File: src/rtl/sram_arbiter.sv
// Two-port arbiter for a single-ported async SRAM with a registered
// SETUP/STROBE/HOLD access sequence and alternating tie-break.
//
// Ports:
//   clk, rst             clock, synchronous active-high reset
//   req_x, we_x          request and write-enable from requester A / B
//   addr_x, wdata_x      request address and write data (8 bits)
//   ack_x, rdata_x       one-cycle completion pulse and held read data
//   busy                 high whenever an access is in flight
//   sram_cs, sram_wr     chip select and write strobe (active-high)
//   sram_rd              read strobe (active-low)
//   sram_addr, sram_din  address and write data to the SRAM
//   sram_dout            read data from the SRAM
module sram_arbiter #(
  parameter int STROBE_CYC = 1
) (
  input  logic       clk,
  input  logic       rst,
  input  logic       req_a,
  input  logic       req_b,
  input  logic       we_a,
  input  logic       we_b,
  input  logic [7:0] addr_a,
  input  logic [7:0] addr_b,
  input  logic [7:0] wdata_a,
  input  logic [7:0] wdata_b,
  output logic       ack_a,
  output logic       ack_b,
  output logic [7:0] rdata_a,
  output logic [7:0] rdata_b,
  output logic       busy,
  output logic       sram_cs,
  output logic       sram_wr,
  output logic       sram_rd,
  output logic [7:0] sram_addr,
  output logic [7:0] sram_din,
  input  logic [7:0] sram_dout
);

  typedef enum logic [1:0] {
    IDLE,
    SETUP,
    STROBE,
    HOLD
  } state_t;

  localparam logic [3:0] LAST = 4'(STROBE_CYC - 1);

  state_t     state;
  state_t     state_n;
  logic [3:0] cnt;
  logic       last_b;
  logic       gnt_b;
  logic       op_we;
  logic       grant;
  logic       win_b;
  logic       strobe_n;
  logic       rd_done;

  // B wins if it is alone, or on a tie when A was the last grant.
  always_comb begin
    state_n = state;
    grant   = 1'b0;
    win_b   = 1'b0;
    unique case (state)
      IDLE: begin
        if (req_a || req_b) begin
          state_n = SETUP;
          grant   = 1'b1;
          win_b   = req_b && (!req_a || !last_b);
        end
      end
      SETUP:  state_n = STROBE;
      STROBE: if (cnt == LAST) state_n = HOLD;
      HOLD:   state_n = IDLE;
      default: state_n = IDLE;
    endcase
  end

  assign strobe_n = (state_n == STROBE);
  assign rd_done  = (state == STROBE) && (cnt == LAST) && !op_we;

  always_ff @(posedge clk) begin
    if (rst) begin
      state <= IDLE;
      cnt   <= '0;
    end else begin
      state <= state_n;
      cnt   <= (state == STROBE) ? cnt + 4'd1 : 4'd0;
    end
  end

  // Request capture at grant; ignored afterwards until the next grant.
  always_ff @(posedge clk) begin
    if (rst) begin
      last_b    <= 1'b1;
      gnt_b     <= 1'b0;
      op_we     <= 1'b0;
      sram_addr <= '0;
      sram_din  <= '0;
    end else if (grant) begin
      last_b    <= win_b;
      gnt_b     <= win_b;
      op_we     <= win_b ? we_b : we_a;
      sram_addr <= win_b ? addr_b : addr_a;
      sram_din  <= win_b ? wdata_b : wdata_a;
    end
  end

  // Outputs are registered from the next state so they line up
  // with the state they describe.
  always_ff @(posedge clk) begin
    if (rst) begin
      busy    <= 1'b0;
      sram_cs <= 1'b0;
      sram_wr <= 1'b0;
      sram_rd <= 1'b1;
      ack_a   <= 1'b0;
      ack_b   <= 1'b0;
    end else begin
      busy    <= (state_n != IDLE);
      sram_cs <= (state_n != IDLE);
      sram_wr <= strobe_n && op_we;
      sram_rd <= !(strobe_n && !op_we);
      ack_a   <= (state_n == HOLD) && !gnt_b;
      ack_b   <= (state_n == HOLD) && gnt_b;
    end
  end

  always_ff @(posedge clk) begin
    if (rst) begin
      rdata_a <= '0;
      rdata_b <= '0;
    end else if (rd_done) begin
      if (gnt_b) rdata_b <= sram_dout;
      else       rdata_a <= sram_dout;
    end
  end

endmodule
File: config.mk
export PLATFORM = sky130hd
export DESIGN_NAME = sram_arbiter
export DESIGN_NICKNAME = d
export VERILOG_FILES = /design/src/rtl/sram_arbiter.sv
export SDC_FILE = /design/constraint.sdc
export NUM_CORES = 1
export LEC_CHECK = 0
export CAP_MARGIN = 25
export CORE_MARGIN = 2
export CORE_UTILIZATION = 23
export DETAILED_ROUTE_END_ITERATION = 12
export HOLD_SLACK_MARGIN = 0.05
export SLEW_MARGIN = 40
export SYNTH_ARGS = -nofsm -noshare
export SYNTH_HDL_FRONTEND = slang
export SYNTH_SLANG_ARGS = --single-unit
File: constraint.sdc
create_clock -name clk -period 2.9 [get_ports clk]
set_clock_uncertainty 0.05 [all_clocks]
set_input_delay 0.725 -clock clk [delete_from_list [all_inputs] [get_ports clk]]
set_output_delay 0.725 -clock clk [all_outputs]
set_load 0.01 [all_outputs]
# Word-level counts from Yosys, hierarchy flattened
# Cells that the tools add are included.
[classes] bitwise_logic=2 muxes=10 n_eq_ne=5 reduce_logical=20 addsub=1
[op_table] operator="two-way mux 8 bit" n=2
[op_table] operator="equality test 2 bit, second input constant" n=4
[op_table] operator="one-hot mux 2 bit (4 select lines)" n=1
[op_table] operator="logical AND 1 bit" n=7
[op_table] operator="logical NOT 1 bit" n=5
[op_table] operator="two-way mux 1 bit" n=5
[op_table] operator="adder 4 x 1 -> 4 bit, second input constant" n=1
[op_table] operator="logical NOT 4 bit" n=1
[op_table] operator="two-way mux 2 bit" n=2
[op_table] operator="AND reduction 2 bit" n=2
[op_table] operator="equality test 2 x 1 -> 1 bit, second input constant" n=1
[op_table] operator="logical NOT 2 bit" n=1
[op_table] operator="logical OR 1 bit" n=2
[op_table] operator="inverter 1 bit" n=2
[op_table] operator="nonzero test 2 bit" n=1
[op_table] operator="OR reduction 2 bit" n=1
[word_totals] reg_bits=46 input_bits=46 wordCells=52

# Depth between registers and ports, before layout
[depth] word_depth=6 depth_mapped=7 depth_no_buf=6

# Worst setup path before layout
# OpenSTA, ideal clock, no wires.
[synth_timing] kind="in2reg" from="in req_b" to="reg sram_wr" n_path_buf=0 arrival_time_ns=1.690 slack_ns=1.100 path_stages=3 setup_time_ns=0.060 path_cell_list="or4b_2 -> o311ai_2 -> and3_1"
[synth_via] elab_chain_len=5
[synth_lines] element="start, declared" line="20" source="input logic req_b,"
[synth_lines] element="logical OR 1 bit" line="67" source="if (req_a || req_b) begin"
[synth_lines] element="two-way mux 2 bit" line="67"
[synth_lines] element="one-hot mux 2 bit (4 select lines)" line="65" source="unique case (state)"
[synth_lines] element="equality test 2 bit" line="80" source="assign strobe_n = (state_n == STROBE);"
[synth_lines] element="logical AND 1 bit" line="123" source="sram_wr <= strobe_n && op_we;"
[synth_lines] element="end signal, assigned" line="123"
[synth_lines] element="end, declared" line="33" source="output logic sram_wr,"
# No other way between the ends.
# A chain may end at the register's enable or synchronous reset.

# Final worst setup path
[layout_timing] from="in req_a" to="reg sram_addr[6]"
[layout_via] elab_chain_len=6 elab_cells_between_ends=9
[layout_lines] element="start, declared" line="19" source="input logic req_a,"
[layout_lines] element="logical NOT 1 bit" line="70" source="win_b = req_b && (!req_a || !last_b);"
[layout_lines] element="logical OR 1 bit" line="70"
[layout_lines] element="logical AND 1 bit" line="70"
[layout_lines] element="two-way mux 1 bit" line="67"
[layout_lines] element="two-way mux 1 bit" line="65"
[layout_lines] element="two-way mux 8 bit" line="105" source="sram_addr <= win_b ? addr_b : addr_a;"
[layout_lines] element="end signal, assigned" line="105"
[layout_lines] element="end, declared" line="35" source="output logic [7:0] sram_addr,"
# Parallel ways exist; a longest one is shown, timed or not.

==> impl_metrics.toml <==
[status]
status = "finished clean"

[critical_path]
path_buf_inv = 1
critPathMaxStageDelay_ns = 0.56
worstPathRequired_ns = 3.03
critical_path_class = "input pin to register"
r2r_cells = 5
endpoint_kind = "register"
cp_cell_sequence = "clkdlybuf4s50_1 > nand2_2 > and3_4 > a2111oi_0"
worst-path-max-fanout = 19
r2r_end = "rdata_a[7]$_SDFFE_PP0P_"
crit_family = "simple AND/OR/NAND/NOR gates"
critPathArrivalTime_ns = 2.31
reg2reg_from = "cnt[0]$_SDFF_PP0_"
crit_path_start_kind = "input pin"
r2r_slack_ns = 1.03
cp_num_cells = 4
cp_slowest_cell = "clkdlybuf4s50_1"

[cells_and_area]
nets = 347
area_growth_pct = 49.8
layout_common_cells = "clkdlybuf4s50_1 (83), dfxtp_1 (46), nor2_1 (27), nand2b_1 (26)"
final_cells = 405
final_common_cell = "clkdlybuf4s50_1"
drive_above_1_share_pct = 7.07
insertedDiodeCount = 0
fin_util_pct = 35.4

[power_and_ir_drop]
p_int_mw = 1.50
p_clk_share_pct = 16.9
combPwrFrac_pct = 44.4
pwr_density_cell_nw_per_um2 = 758
power.leakage_nw = 1.19
swShare_pct = 35.6
power_frac_seq_pct = 38.6
power_mw = 2.33
power_switching_uw = 830
vdd_drop_max_uv = 228

[placed_design]
portBuffers = 83
globalplace.congestion = 0.745
dpl.hpwl_um = 3880
post-place-cells = 397

[clocking]
cts_hold_buf = 0
cts_setup_buffers = 0
ctsResizeCount = 0
clk_pin_slew_ns = 0.09
cts_tree = "done"
cts-root-buf = "clkbuf_8"
htreeDepth = 2
clock_path_buffers = 2
cts.sinks = 46
cts_buffers = 5
clk_latency_ns = 0.30

[global_routing]
antenna_found_initial = 0
use_met3_pct = 2.29
grt_overflow = 0
grtUsageMet1_pct = 14.2
grt_pass1_wl_um = 8600
grtUsageMet2_pct = 17.9
grt.busiest_layer = "met2"
grt_use_total_pct = 10.9
grt_pass1_vias = 1817
grt_max_degree = 25

[floorplan]
die_h_um = 98.4
rows = 34
num_io_pins = 84
core-area_um2 = 8680
die_x_um = 98.4
die_area_um2 = 9680
initial_utilization_pct = 23.6

[route]
avgRoutedWirePerCell_um = 13.1
via_per_inst = 4.48
wl_um = 5320
drt_iter0_markers = 50
vias = 1816
drc_errors = 0
detail-route-antenna-nets = 0
drt_pass1_iterations = 4

[yosys]
yosysWarnings = 0
syn_area_per_cell_um2 = 9.53
syn_area_um2 = 2050
yosysUniqueCellTypes = 31
seq_area_frac_synth_pct = 44.9
syn_inst = 215
syn_nets = 266
synth_seq_cells = 46

[min_path]
hold_start = "rdata_a[0]$_SDFFE_PP0P_"
min_path_cells = 2
holdPathEnd = "rdata_a[0]$_SDFFE_PP0P_"
hp-class = "register to register"

[sta]
fmax_ghz = 0.459
timing.final.crit_share_pct = 75.2
hold_slack_ns = 0.426
finalSetupViolations = 0
rsz0062_at_grt = "no"
finalSetupTns_ns = 0
slew_viol_final = 0
relSlewSlack_pct = 64.2
hold_viol_final = 0
finalCriticalPeriod_ns = 2.18
tightest_slew_ns = 0.537

[run]
cap_violations = 0
metrics by stage:
| stage | setup WS (ns) | area, um2 |
|---|---|---|
| after global placement | 0.452 | 2980 |
| after global routing | 0.571 | 3070 |
| after CTS | 0.732 | 3070 |
| after floorplan | 1.10 | 2050 |
| after detailed placement | 0.409 | 2980 |
| final | 0.720 | 3070 |
area by class of cell:
class / count / area (um2)
Clock inverter: 3 / 18.8
Multi-Input combinational cell: 128 / 946
Fill cell: 922 / 5610
Tap cell: 108 / 135
Clock buffer: 5 / 68.8
Timing Repair Buffer: 91 / 891
Sequential cell: 46 / 921
Inverter: 24 / 90.1
cells in the mapped netlist (all sizes together):
library cell	n	share of area, %
or2	1	0.31
xnor2	1	0.43
nand2	3	0.67
clkbuf	10	1.9
dfxtp	46	45
nor3	1	0.24
and3	3	1.2
xor2	1	0.43
ha	5	3.1
nor3b	1	0.37
o21a	1	0.37
nand2b	26	7.9
o311ai	1	0.79
buf	7	2.6
a2111oi	34	15
nand3	1	0.24
mux2i	16	7.8
inv	24	4.4
or4b	1	0.49
nand4b	1	0.43
o21ai	2	0.49
a32oi	1	0.43
nor2	27	4.9
a211o	1	0.43
registers in the layout, indices dropped and copies added (netlist names):
register and count:
last_b 1, sram_rd 1, rdata_a 8, sram_wr 1
gnt_b 1, sram_addr 8, ack_b 1, sram_din 8
op_we 1, sram_cs 1, ack_a 1, rdata_b 8
state 2, cnt 4
layer usage:
layer	vias to the layer above	share of wire [%]
li1	915	-
met1	850	47
met2	47	47
met3	4	4.5
met4	0	1.2
met5	-	0
worst reg2reg max path, stage by stage, from the launching register on:
cell and delay, ns:
dfxtp_1 0.35, inv_1 0.07, ha_1 0.13, nor3b_1 0.39, and3_1 0.58, mux2i_1 0.24
cells by family after synthesis:
group / count (synthesis) / synth area share (%)
AOI/OAI and AO/OA: 40 / 17.6
DFF: 46 / 44.9
and+or+nand+nor: 65 / 16.8
adders and majority gates: 5 / 3.05
buffers and inverters: 41 / 8.91
muxes: 16 / 7.81
xor gates and xnor gates: 2 / 0.855
power groups by stage:
stage	clock network, mW	logic, mW	registers (mW)
2_1_floorplan	0	0.535	0.965
3_3_place_gp	0	1.03	0.912
3_5_place_dp	0	1.04	0.914
4_1_cts	0.425	1.05	0.902
5_1_grt	0.449	1.14	0.922
6_report	0.394	1.03	0.900
how the worst max path moves through the flow:
stage | start | endpoint
after floorplan | req_b | sram_wr$_SDFF_PP0_
after global placement | req_b | sram_wr$_SDFF_PP0_
after detailed placement | req_b | sram_din[7]$_SDFFE_PP0P_
after CTS | req_b | sram_din[7]$_SDFFE_PP0P_
after global routing | req_b | sram_din[0]$_SDFFE_PP0P_
final | req_a | sram_addr[6]$_SDFFE_PP0P_
Power figures use the tool's default switching activity.
